## config.mk

```make
export PLATFORM = sky130hd
export DESIGN_NAME = display_buf
export DESIGN_NICKNAME = d
export VERILOG_FILES = /design/src/rtl/display_buf.sv
export SDC_FILE = /design/constraint.sdc
export NUM_CORES = 1
export LEC_CHECK = 0
export ABC_AREA = 1
export CAP_MARGIN = 20
export CORE_ASPECT_RATIO = 1.75
export CORE_UTILIZATION = 55
export CTS_BUF_LIST = sky130_fd_sc_hd__clkbuf_2
export DETAILED_ROUTE_END_ITERATION = 10
export PLACE_DENSITY = 0.72
export SLEW_MARGIN = 20
export SYNTH_ARGS = -nofsm -noshare
export SYNTH_HDL_FRONTEND = slang
export SYNTH_SLANG_ARGS = --single-unit
```

## constraint.sdc

```tcl
create_clock -name clk -period 2.3 [get_ports clk]
set_input_delay 0.46 -clock clk [delete_from_list [all_inputs] [get_ports clk]]
set_output_delay 0.46 -clock clk [all_outputs]
set_load 0.01 [all_outputs]
```

## src/rtl/display_buf.sv

```systemverilog
// rtl/display_buf.sv - character FIFO feeding an SPI mode-0 master that sends one byte per character
//
// Ports:
//   clk, rst_n       system clock (rising edge) and asynchronous active-low reset
//   DISP_write_en    one-cycle strobe that pushes DISP_write_data
//   DISP_write_data  7-bit ASCII character, stored as {1'b0, data}
//   DISP_clear       synchronous flush of the FIFO and the overflow flag
//   DISP_status      1 = FIFO not full, so a write will be accepted
//   buf_empty        1 = FIFO holds no entries
//   overflow         sticky; set when a write is dropped because the FIFO is full
//   tx_busy          1 = transmitter not idle
//   spi_sclk         serial clock, idles low
//   spi_mosi         serial data, MSB first
//   spi_cs_n         frame select, active-low
module display_buf #(
  parameter int DEPTH   = 16,
  parameter int CLK_DIV = 4
) (
  input  logic       clk,
  input  logic       rst_n,
  input  logic       DISP_write_en,
  input  logic [6:0] DISP_write_data,
  input  logic       DISP_clear,
  output logic       DISP_status,
  output logic       buf_empty,
  output logic       overflow,
  output logic       tx_busy,
  output logic       spi_sclk,
  output logic       spi_mosi,
  output logic       spi_cs_n
);

  localparam int AW = $clog2(DEPTH);
  localparam int DW = (CLK_DIV > 1) ? $clog2(CLK_DIV) : 1;
  localparam logic [DW-1:0] DIV_LAST = DW'(CLK_DIV - 1);
  localparam logic [AW:0]   FULL_CNT = (AW + 1)'(DEPTH);

  localparam logic [1:0] ST_IDLE  = 2'd0;
  localparam logic [1:0] ST_SHIFT = 2'd1;
  localparam logic [1:0] ST_GAP   = 2'd2;

  logic [7:0]    mem_q [DEPTH];
  logic [AW-1:0] wr_ptr_q, wr_ptr_d;
  logic [AW-1:0] rd_ptr_q, rd_ptr_d;
  logic [AW:0]   count_q, count_d;
  logic          overflow_q, overflow_d;
  logic [1:0]    state_q, state_d;
  logic [7:0]    shift_q, shift_d;
  logic [3:0]    phase_q, phase_d;
  logic [DW-1:0] div_q, div_d;
  logic          sclk_q, sclk_d;
  logic          mosi_q, mosi_d;
  logic          cs_n_q, cs_n_d;

  logic full;
  logic wr_acc;
  logic pop;

  // Fullness is judged on the registered count, so a same-cycle pop never
  // rescues a write into a full FIFO.
  always_comb begin
    full   = (count_q == FULL_CNT);
    wr_acc = DISP_write_en && !full && !DISP_clear;
    pop    = (state_q == ST_IDLE) && (count_q != '0);
  end

  always_comb begin
    wr_ptr_d   = wr_ptr_q;
    rd_ptr_d   = rd_ptr_q;
    count_d    = count_q;
    overflow_d = overflow_q;
    if (DISP_clear) begin
      // A pop in the same cycle still hands its entry to the transmitter.
      wr_ptr_d   = '0;
      rd_ptr_d   = '0;
      count_d    = '0;
      overflow_d = 1'b0;
    end else begin
      if (wr_acc) wr_ptr_d = wr_ptr_q + AW'(1);
      if (pop)    rd_ptr_d = rd_ptr_q + AW'(1);
      case ({wr_acc, pop})
        2'b10:   count_d = count_q + (AW + 1)'(1);
        2'b01:   count_d = count_q - (AW + 1)'(1);
        default: count_d = count_q;
      endcase
      if (DISP_write_en && full) overflow_d = 1'b1;
    end
  end

  always_comb begin
    state_d = state_q;
    shift_d = shift_q;
    phase_d = phase_q;
    div_d   = div_q;
    case (state_q)
      ST_IDLE: begin
        if (pop) begin
          shift_d = mem_q[rd_ptr_q];
          phase_d = 4'd0;
          div_d   = '0;
          state_d = ST_SHIFT;
        end
      end
      ST_SHIFT: begin
        if (div_q == DIV_LAST) begin
          div_d   = '0;
          phase_d = phase_q + 4'd1;
          // Next bit is presented when the high (odd) phase ends.
          if (phase_q[0]) shift_d = {shift_q[6:0], 1'b0};
          if (phase_q == 4'd15) state_d = ST_GAP;
        end else begin
          div_d = div_q + DW'(1);
        end
      end
      ST_GAP: begin
        if (div_q == DIV_LAST) begin
          div_d   = '0;
          state_d = ST_IDLE;
        end else begin
          div_d = div_q + DW'(1);
        end
      end
      default: state_d = ST_IDLE;
    endcase

    // SPI pins are registered from next-state values so they line up with
    // the state they describe and never glitch.
    cs_n_d = (state_d != ST_SHIFT);
    sclk_d = (state_d == ST_SHIFT) && phase_d[0];
    mosi_d = (state_d == ST_SHIFT) && shift_d[7];
  end

  // Storage is not reset; a reset empties the FIFO through its pointers.
  always_ff @(posedge clk) begin
    if (wr_acc) mem_q[wr_ptr_q] <= {1'b0, DISP_write_data};
  end

  always_ff @(posedge clk or negedge rst_n) begin
    if (!rst_n) begin
      wr_ptr_q   <= '0;
      rd_ptr_q   <= '0;
      count_q    <= '0;
      overflow_q <= 1'b0;
      state_q    <= ST_IDLE;
      shift_q    <= 8'h00;
      phase_q    <= 4'd0;
      div_q      <= '0;
      sclk_q     <= 1'b0;
      mosi_q     <= 1'b0;
      cs_n_q     <= 1'b1;
    end else begin
      wr_ptr_q   <= wr_ptr_d;
      rd_ptr_q   <= rd_ptr_d;
      count_q    <= count_d;
      overflow_q <= overflow_d;
      state_q    <= state_d;
      shift_q    <= shift_d;
      phase_q    <= phase_d;
      div_q      <= div_d;
      sclk_q     <= sclk_d;
      mosi_q     <= mosi_d;
      cs_n_q     <= cs_n_d;
    end
  end

  assign DISP_status = !full;
  assign buf_empty   = (count_q == '0);
  assign overflow    = overflow_q;
  assign tx_busy     = (state_q != ST_IDLE);
  assign spi_sclk    = sclk_q;
  assign spi_mosi    = mosi_q;
  assign spi_cs_n    = cs_n_q;

endmodule

```

======== Word level (Yosys, flattened, before mapping) ========
Memories as Yosys holds them, arrays and structs flattened.
Cells that the tools add are included.
word-level totals
  register bits after elaboration ......... 33
  memories ................................ 1
  bits in writable memories ............... 112
  latch bits .............................. 0
  output and inout bits ................... 7
  bits in read-only memories .............. 0
  logic and storage cells ................. 79
  input bits .............................. 11
memory list
  memory  words  bits a word  read ports  clocked after memory_dff  write ports  RTL line  RTL
  mem_q   16     7            1           0                         1            42        logic [7:0] mem_q [DEPTH];
operators by class
  muxes and demuxes ....................... 25
  multipliers ............................. 0
  add/subtract/negate cells ............... 6
  bitwise gates (word level) .............. 0
  shift-type cells ........................ 0
  reductions and logical operators ........ 22
  equal/unequal tests ..................... 12
  order comparisons ....................... 0
  div/mod/pow operators ................... 0
operators with widths
  operator                                              number
  2-to-1 mux 4 bit                                      6
  2-to-1 mux 8 bit                                      3
  one-hot mux 8 bit (2 select lines)                    1
  adder 4 x 1 -> 4 bit (second input constant)          3
  2-to-1 mux 2 bit                                      6
  nonzero test 2 bit                                    6
  one-hot mux 5 bit (2 select lines)                    1
  one-hot mux 4 bit (2 select lines)                    1
  equality test 2 x 1 -> 1 bit (second input constant)  3
  equality test 2 bit (second input constant)           3
  logical AND 1 bit                                     6
  inequality test 2 bit (second input constant)         3
  one-hot mux 2 bit (3 select lines)                    1
  adder 5 x 1 -> 5 bit (second input constant)          1
  equality test 5 bit (second input constant)           1
  zero test 5 bit                                       1
  2-to-1 mux 5 bit                                      1
  nonzero test 5 bit                                    1
  subtractor 5 x 1 -> 5 bit (second input constant)     1
  equality test 4 bit (second input constant)           1
  2-to-1 mux 1 bit                                      4
  one-hot mux 2 bit (2 select lines)                    1
  AND reduction 4 bit                                   1
  AND reduction 3 bit                                   1
  other kinds (7)                                       8

======== Depth between registers and ports, before layout ========
Gate-level depths: netlist of the first run.
  word-level depth ........................ 7
  gate-level depth with buffers ........... 16
  depth with buffers taken out ............ 16

======== Worst setup path after synthesis of the first run ========
No wires, ideal clock.
  path kind ............................... flip-flop to flip-flop
  start ................................... register count_q[2]
  end ..................................... register count_q[4]
  cell stages (with the launch flop) ...... 14
  arrival time ............................ 1.722 ns
  buffers on the path ..................... 0
  slack ................................... 0.461 ns
  clock period less this slack ............ 1.839 ns
  library setup time ...................... 0.117 ns
  required time ........................... 2.183 ns
  path through ............................ dfrtp_1 > nor2_2 > nand3_1 > nand3_2 > nand3_1 > nand2_1 > inv_1 > ha_1 > inv_1 > nand2_1 > nand3_1 > nand3b_1 > nand3_1 > nand2_1
on the way
  longest elaborated chain between the ends .. 7
  elaborated cells on any way between the ends .. 13
  those cells by class .................... add/sub: 2; eq/ne: 3; mux: 2; reduce/logical: 6
RTL lines
  element                                                                     RTL line  RTL
  from (decl)                                                                 45        logic [AW:0] count_q, count_d;
  from (signal assigned)                                                      154       count_q <= count_d;
  equality test 5 bit *                                                       62        full = (count_q == FULL_CNT);
  zero test 1 bit *                                                           --
  named net DISP_status                                                       24        output logic DISP_status,
  logical AND 1 bit * (2 in a row)                                            63        wr_acc = DISP_write_en && !full && !DISP_clear;
  equality test 2 x 1 -> 1 bit / equality test 2 bit (equally long branches)  81        case ({wr_acc, pop})
  one-hot mux 5 bit (2 select lines)                                          81
  2-to-1 mux 5 bit                                                            72        if (DISP_clear) begin
The timed path passes the listed nets; every way through them passes the cells marked *.
A chain may end at the register's enable or synchronous reset.

======== Final worst setup path of the first run ========
  start ................................... register state_q[1]
  end ..................................... output tx_busy
on the way
  longest elaborated chain between the ends .. 1
RTL lines
  element                 RTL line  RTL
  from (decl)             47        logic [1:0] state_q, state_d;
  from (signal assigned)  156       state_q <= state_d;
  nonzero test 2 bit      169       assign tx_busy = (state_q != ST_IDLE);
  to (decl)               27        output logic tx_busy,
Every way passes these cells.

==> results of run 1 <==
worst min-delay path by stage:
| stage | startpoint | endpoint | cells after the start |
|---|---|---|---|
| 2_1_floorplan | rst_n | count_q[0] | 0 |
| 3_3_place_gp | shift_q[0] | shift_q[0] | 2 |
| 3_5_place_dp | shift_q[0] | shift_q[0] | 2 |
| 4_1_cts | rst_n | spi_sclk | 2 |
| 5_1_grt | rst_n | spi_sclk | 2 |
| 6_report | rst_n | phase_q[1] | 2 |
logic make-up (layout without fill, tap and decap cells):
group                    after synthesis  after routing  synth area share (%)
AO/OA/AOI/OAI                        108            108                  9.98
XOR/XNOR                               3              3                 0.417
adder cells (fa/ha/maj)               13             13                  2.58
buffers and inverters                 69            128                  4.42
flip-flops                           145            145                  66.4
other                                  0              1                     0
AND/OR/NAND/NOR                      235            235                  16.2
through the flow:
step	util [%]	hold WS, ns
floorplan	-	0.164
global placement	60.4	0.465
detailed placement	60.4	0.478
CTS	63.7	0.139
global route	63.8	0.119
finish	63.8	0.168
power groups by stage:
stage	Sequential, mW	Clock, mW	Combinational, mW
final	2.87	1.72	0.214
after global routing	2.87	1.85	0.237
after global placement	2.93	0	0.190
after floorplan	2.92	0	0.0871
after detailed placement	2.93	0	0.198
after CTS	2.87	1.75	0.215
cell type report:
class,count,area (sq um)
Tap cell,132,165
Fill cell,869,4040
Multi-Input combinational cell,359,1860
Clock buffer,18,90.1
Timing Repair Buffer,51,429
Sequential cell,145,4200
Clock inverter,14,211
Antenna cell,1,2.50
Inverter,45,171
registers in the layout, summed over array words and instances (netlist names):
signal and cells:
wr_ptr_q 4, spi_sclk 1, state_q 2, shift_q 8, spi_mosi 1, count_q 5, overflow 1, rd_ptr_q 4
phase_q 4, div_q 2, spi_cs_n 1, mem_q 112
timing repair:
action                     in CTS  in global routing
resized for setup              11                  7
buffers inserted                7                  1
setup endpoints to repair       3                  4
layout by cell type (no fill, tap or decap), types with 4 or more instances in the layout:
master / count
dfrtp_2: 4
a31oi_1: 5
inv_2: 5
nand3_1: 60
nor2_1: 62
ha_1: 12
buf_4: 33
bufinv_16: 5
a21oi_1: 15
dfrtp_1: 28
o221ai_1: 4
clkinvlp_4: 4
o21ai_0: 57
clkdlybuf4s50_1: 13
clkbuf_2: 20
nand2_1: 98
edfxtp_1: 112
inv_1: 38
o22ai_1: 14
layer usage:
metal	share of wire, %	wire (um)	GRT usage, %	up-vias
met5	0	0	0	-
met3	4.4	618	4.88	40
met1	36	5050	26.1	2153
met2	55	7800	46.6	151
li1	-	-	-	2102
met4	4.9	700	15.8	0
==> impl_metrics.toml, run 1 <==
[run]
maxCapViolations = 0

[setup_path]
cp_cell_sequence = "inv_1 > ha_4 > inv_2 > dlygate4sd2_1"
r2r-start = "count_q[4]"
max_stage_delay_ns = 0.43
rr_worst_depth = 13
cp-start-kind = "flop"
critical_path_required_ns = 1.84
crit_start = "state_q[1]"
cp.depth = 4
worstPathMaxFanout = 4
worst-path-buf-inv = 3
rr_endpoint = "count_q[4]"
reg2reg_slack_ns = 0.27
slowest_stage = "dfrtp_1"
end_kind = "output pin"
path_delay_family = "buffers and inverters"
crit_end = "tx_busy"
arrival_ns = 1.74
path_class = "flop to output pin"

[synth]
synth_area_leaders = "edfxtp_1, dfrtp_1, nand2_1, nand3_1, o21ai_0"
synth_area_per_cell_sq_um = 11.0
synth_most_common_cell = "edfxtp_1"
synthArstFlopShare_pct = 22.8
ys_seq_area_share_pct = 66.4
yosys_most_used_dff = "edfxtp_1"
synth_seq_cells = 145
syn_area_sq_um = 6310
synth_edf_count = 112
syn_inst = 573
synth_cell_type_count = 39
yosys.area.top_type = "edfxtp_1"
synth.top_cell.area_share_pct = 53.3
syn_nets = 597
synthTopCellsByCount = "edfxtp_1, nand2_1, nor2_1, nand3_1, o21ai_0"
yosys_warnings = 0

[drt]
routed_wl_um = 14200
drcViolationCount = 0
wl_per_cell_um = 18.5
drtIter0Drc = 399
route.vias.total = 4446
vias_per_cell = 5.81
firstDrtPassIters = 5
ant_nets = 0

[sta]
fmax_ghz = 0.455
finalCritPeriodShare_pct = 95.6
max_slew.worst_pin.slew_ns = 0.715
fin_setup_tns_ns = 0
maxSlewViolCount = 0
fin_ws_ns = 0.101
min_period_ns = 2.20
skew_ns = 0.0218
finalSetupViolCount = 0
relSlewSlack_pct = 52.2
hold_viol = 0

[final_layout]
layout.nets = 643
syn_to_final_growth_pct = 13.0
post-route-cell-area_sq_um = 7130
final_cells = 765
drive_gt1_share_pct = 14.1

[power]
p_per_area_nw_per_um2 = 673
seqPwrFrac_pct = 59.8
vdd_drop_max_uv = 461
switchingPower_mw = 1.05
swShare_pct = 21.9
pwr-share-clk_pct = 35.7
p_leak_nw = 2.85
total_power_mw = 4.80
comb_power_share_pct = 4.5
p_int_mw = 3.75

[clock_tree]
htree_levels = 4
clock-sinks = 145
clockRootBuffer = "clkbuf_2"
cts_tree = "yes"
clock_latency_ns = 0.66
cts_buffers = 17
clk_path_buf_depth = 2
cts_hold_buf = 0
path_clk_slew_ns = 0.20

[placement]
dp_slack_ns = 0.0614
io_buffers = 17
place_hpwl_um = 9560
placed_cell_area_sq_um = 6740
place_inst = 724
gp_congestion = 0.810

[global_routing]
grt_max_degree = 38
grt.overflow.total = 0
grt_usage_pct = 25.2
grt_pass1_vias = 4478
grt_pass1_wl_um = 22400
antenna_found_initial = 1

[die]
die-area_sq_um = 11900
io_pins = 18
coreArea_sq_um = 11200
dieWidth_um = 83.0
start_util_pct = 56.5
die_y_um = 144
num_rows = 51

[worst_hold_path]
worstHoldPathType = "primary input to asynchronous set/reset pin"

[outcome]
outcome = "finished clean"
No activity file was read; power rests on OpenSTA's default activity.
==> run 2, diff against run 1 <==
--- a/config.mk
+++ b/config.mk
@@ -12,6 +12,7 @@
 export CTS_BUF_LIST = sky130_fd_sc_hd__clkbuf_2
 export DETAILED_ROUTE_END_ITERATION = 10
 export PLACE_DENSITY = 0.72
+export SETUP_SLACK_MARGIN = 0.5
 export SLEW_MARGIN = 20
 export SYNTH_ARGS = -nofsm -noshare
 export SYNTH_HDL_FRONTEND = slang
==> constraint.sdc (replaced) <==
create_clock -name clk -period 2.3 [get_ports clk]
set_input_delay 0.46 -clock clk [delete_from_list [all_inputs] [get_ports clk]]
set_output_delay 0.46 -clock clk [all_outputs]
set_load 0.1 [all_outputs]
==> impl_metrics.toml, run 2 (same netlist as run 1, synthesis figures left out) <==
[outcome]
outcome = "finished clean"

[sta]
fin_setup_tns_ns = 0
skew_ns = 0.0218
min_period_ns = 2.17
max_slew.worst_pin.slew_ns = 0.743
finalSetupViolCount = 0
hold_ws_ns = 0.113
rsz0062_at_grt = "true"
fmax_ghz = 0.460
relSlewSlack_pct = 50.3
hold_viol = 0
maxSlewViolCount = 0
finalCritPeriodShare_pct = 94.5

[clock_tree]
htree_levels = 4
cts_buffers = 17
clk_path_buf_depth = 2
clockRootBuffer = "clkbuf_2"
cts_tree = "yes"
path_clk_slew_ns = 0.22
clock-sinks = 145
clock_latency_ns = 0.72

[die]
die_y_um = 144
io_pins = 18
dieWidth_um = 83.0
die-area_sq_um = 11900
coreArea_sq_um = 11200
start_util_pct = 56.5
num_rows = 51

[placement]
gp_congestion = 0.864
place_hpwl_um = 9950
place_inst = 717
io_buffers = 17

[setup_path]
rr_endpoint = "count_q[4]"
path_delay_family = "flip-flops"
slowest_stage = "dfrtp_2"
arrival_ns = 1.71
end_kind = "output pin"
path_class = "flop to output pin"
critical_path_required_ns = 1.84
max_stage_delay_ns = 0.48
worstPathMaxFanout = 3
reg2reg_slack_ns = 0.24
rr_worst_depth = 15
worst-path-buf-inv = 2
cp_cell_sequence = "nor2_4 > nand3_4 > inv_2 > buf_12"
r2r-start = "count_q[3]"
cp-start-kind = "flop"

[final_layout]
drive_gt1_share_pct = 26.7
largest_register_ffs = 112
layout_common_cells = "edfxtp_1, nand2_1, nand3_1, o21ai_0, nor2_1"
layout.nets = 667
final_cells = 789
syn_to_final_growth_pct = 23.0
utilization_pct = 69.5
layout_commonest_cell = "edfxtp_1"
top_regs = "mem_q: 112 flops, shift_q: 8 flops, count_q: 5 flops"
regMostFlops = "mem_q"

[global_routing]
grt_usage_pct = 26.6
grt_pass1_vias = 4589
antenna_found_initial = 1
grt_pass1_wl_um = 23400
grt.overflow.total = 0
grt_max_degree = 48

[drt]
vias_per_cell = 5.90
ant_nets = 0
route.vias.total = 4655
wl_per_cell_um = 20.0
drcViolationCount = 0
drtIter0Drc = 297
routed_wl_um = 15800
firstDrtPassIters = 5

[power]
vdd_drop_max_uv = 429
p_leak_nw = 3.02
p_per_area_nw_per_um2 = 604

[worst_hold_path]
worstHoldPathType = "primary input to asynchronous set/reset pin"

[run]
maxCapViolations = 0
==> run 2: cell count changes in the layout (fill, tap and decap cells not counted), sizes merged <==
cell           change
buf               +29
clkinv             +4
bufinv             -3
clkdlybuf4s50      -3
clkbuf             -1
dlygate4sd2        -1
dlymetal6s2s       -1
==> run 2: report_power, final <==
| group | switching, mW | total (mW) | internal [mW] |
|---|---|---|---|
| Sequential | 0.0175 | 2.87 | 2.85 |
| Combinational | 0.226 | 0.344 | 0.118 |
| Clock | 0.958 | 1.47 | 0.510 |
| Total | 1.20 | 4.68 | 3.48 |
==> run 2: final cells by class <==
type / instances / area (sq um)
clock inverters: 15 / 158
well taps: 132 / 165
fillers: 773 / 3410
flip-flops and latches: 145 / 4200
multi-input cells: 359 / 2160
diodes: 1 / 2.50
inverters: 45 / 194
repair buffers: 75 / 796
clock buffers: 17 / 85.1
==> run 2: metal layers <==
metal  wire, um  global-route usage, %  vias to the layer above
met1       5930                   28.1                     2304
met4        693                   15.4                        0
met3        519                   5.28                       50
met2       8660                   48.7                      142
met5          0                      0                        -
li1           -                      -                     2159
==> run 2: worst max-delay path by stage <==
| stage | from | end | slack, ns | cells after the start |
|---|---|---|---|---|
| global route | count_q[3] | buf_empty | 0.02 | 4 |
| global placement | DISP_write_en | mem_q[15][6] | 0.14 | 5 |
| finish | count_q[3] | buf_empty | 0.13 | 4 |
| floorplan | state_q[1] | shift_q[4] | 0.22 | 9 |
| detailed placement | DISP_write_en | mem_q[15][4] | 0.06 | 5 |
| CTS | count_q[2] | buf_empty | 0.07 | 4 |
==> run 2: per-stage QoR <==
stage	setup slack [ns]	cell area [sq um]	power [mW]
2_1_floorplan	0.216	6420	3.07
3_3_place_gp	0.139	6830	3.19
3_5_place_dp	0.0644	6830	3.20
4_1_cts	0.0673	7320	4.66
5_1_grt	0.0212	7760	4.83
6_report	0.126	7760	4.68
==> run 2: repair_timing <==
action | CTS | global route
endpoints found under the setup margin | 41 | 115
buffers inserted | 17 | 20
resized for setup | 35 | 60
hold buffers | 0 | 0
pin swaps | 8 | 22
cloned | 0 | 2
==> run 3, diff against run 2 <==
--- a/config.mk
+++ b/config.mk
@@ -13,7 +13,6 @@
 export DETAILED_ROUTE_END_ITERATION = 10
 export PLACE_DENSITY = 0.72
 export SETUP_SLACK_MARGIN = 0.5
-export SLEW_MARGIN = 20
 export SYNTH_ARGS = -nofsm -noshare
 export SYNTH_HDL_FRONTEND = slang
 export SYNTH_SLANG_ARGS = --single-unit
==> results of run 3 <==
No change in the layout: final DEF, timing and power equal those of run 2.
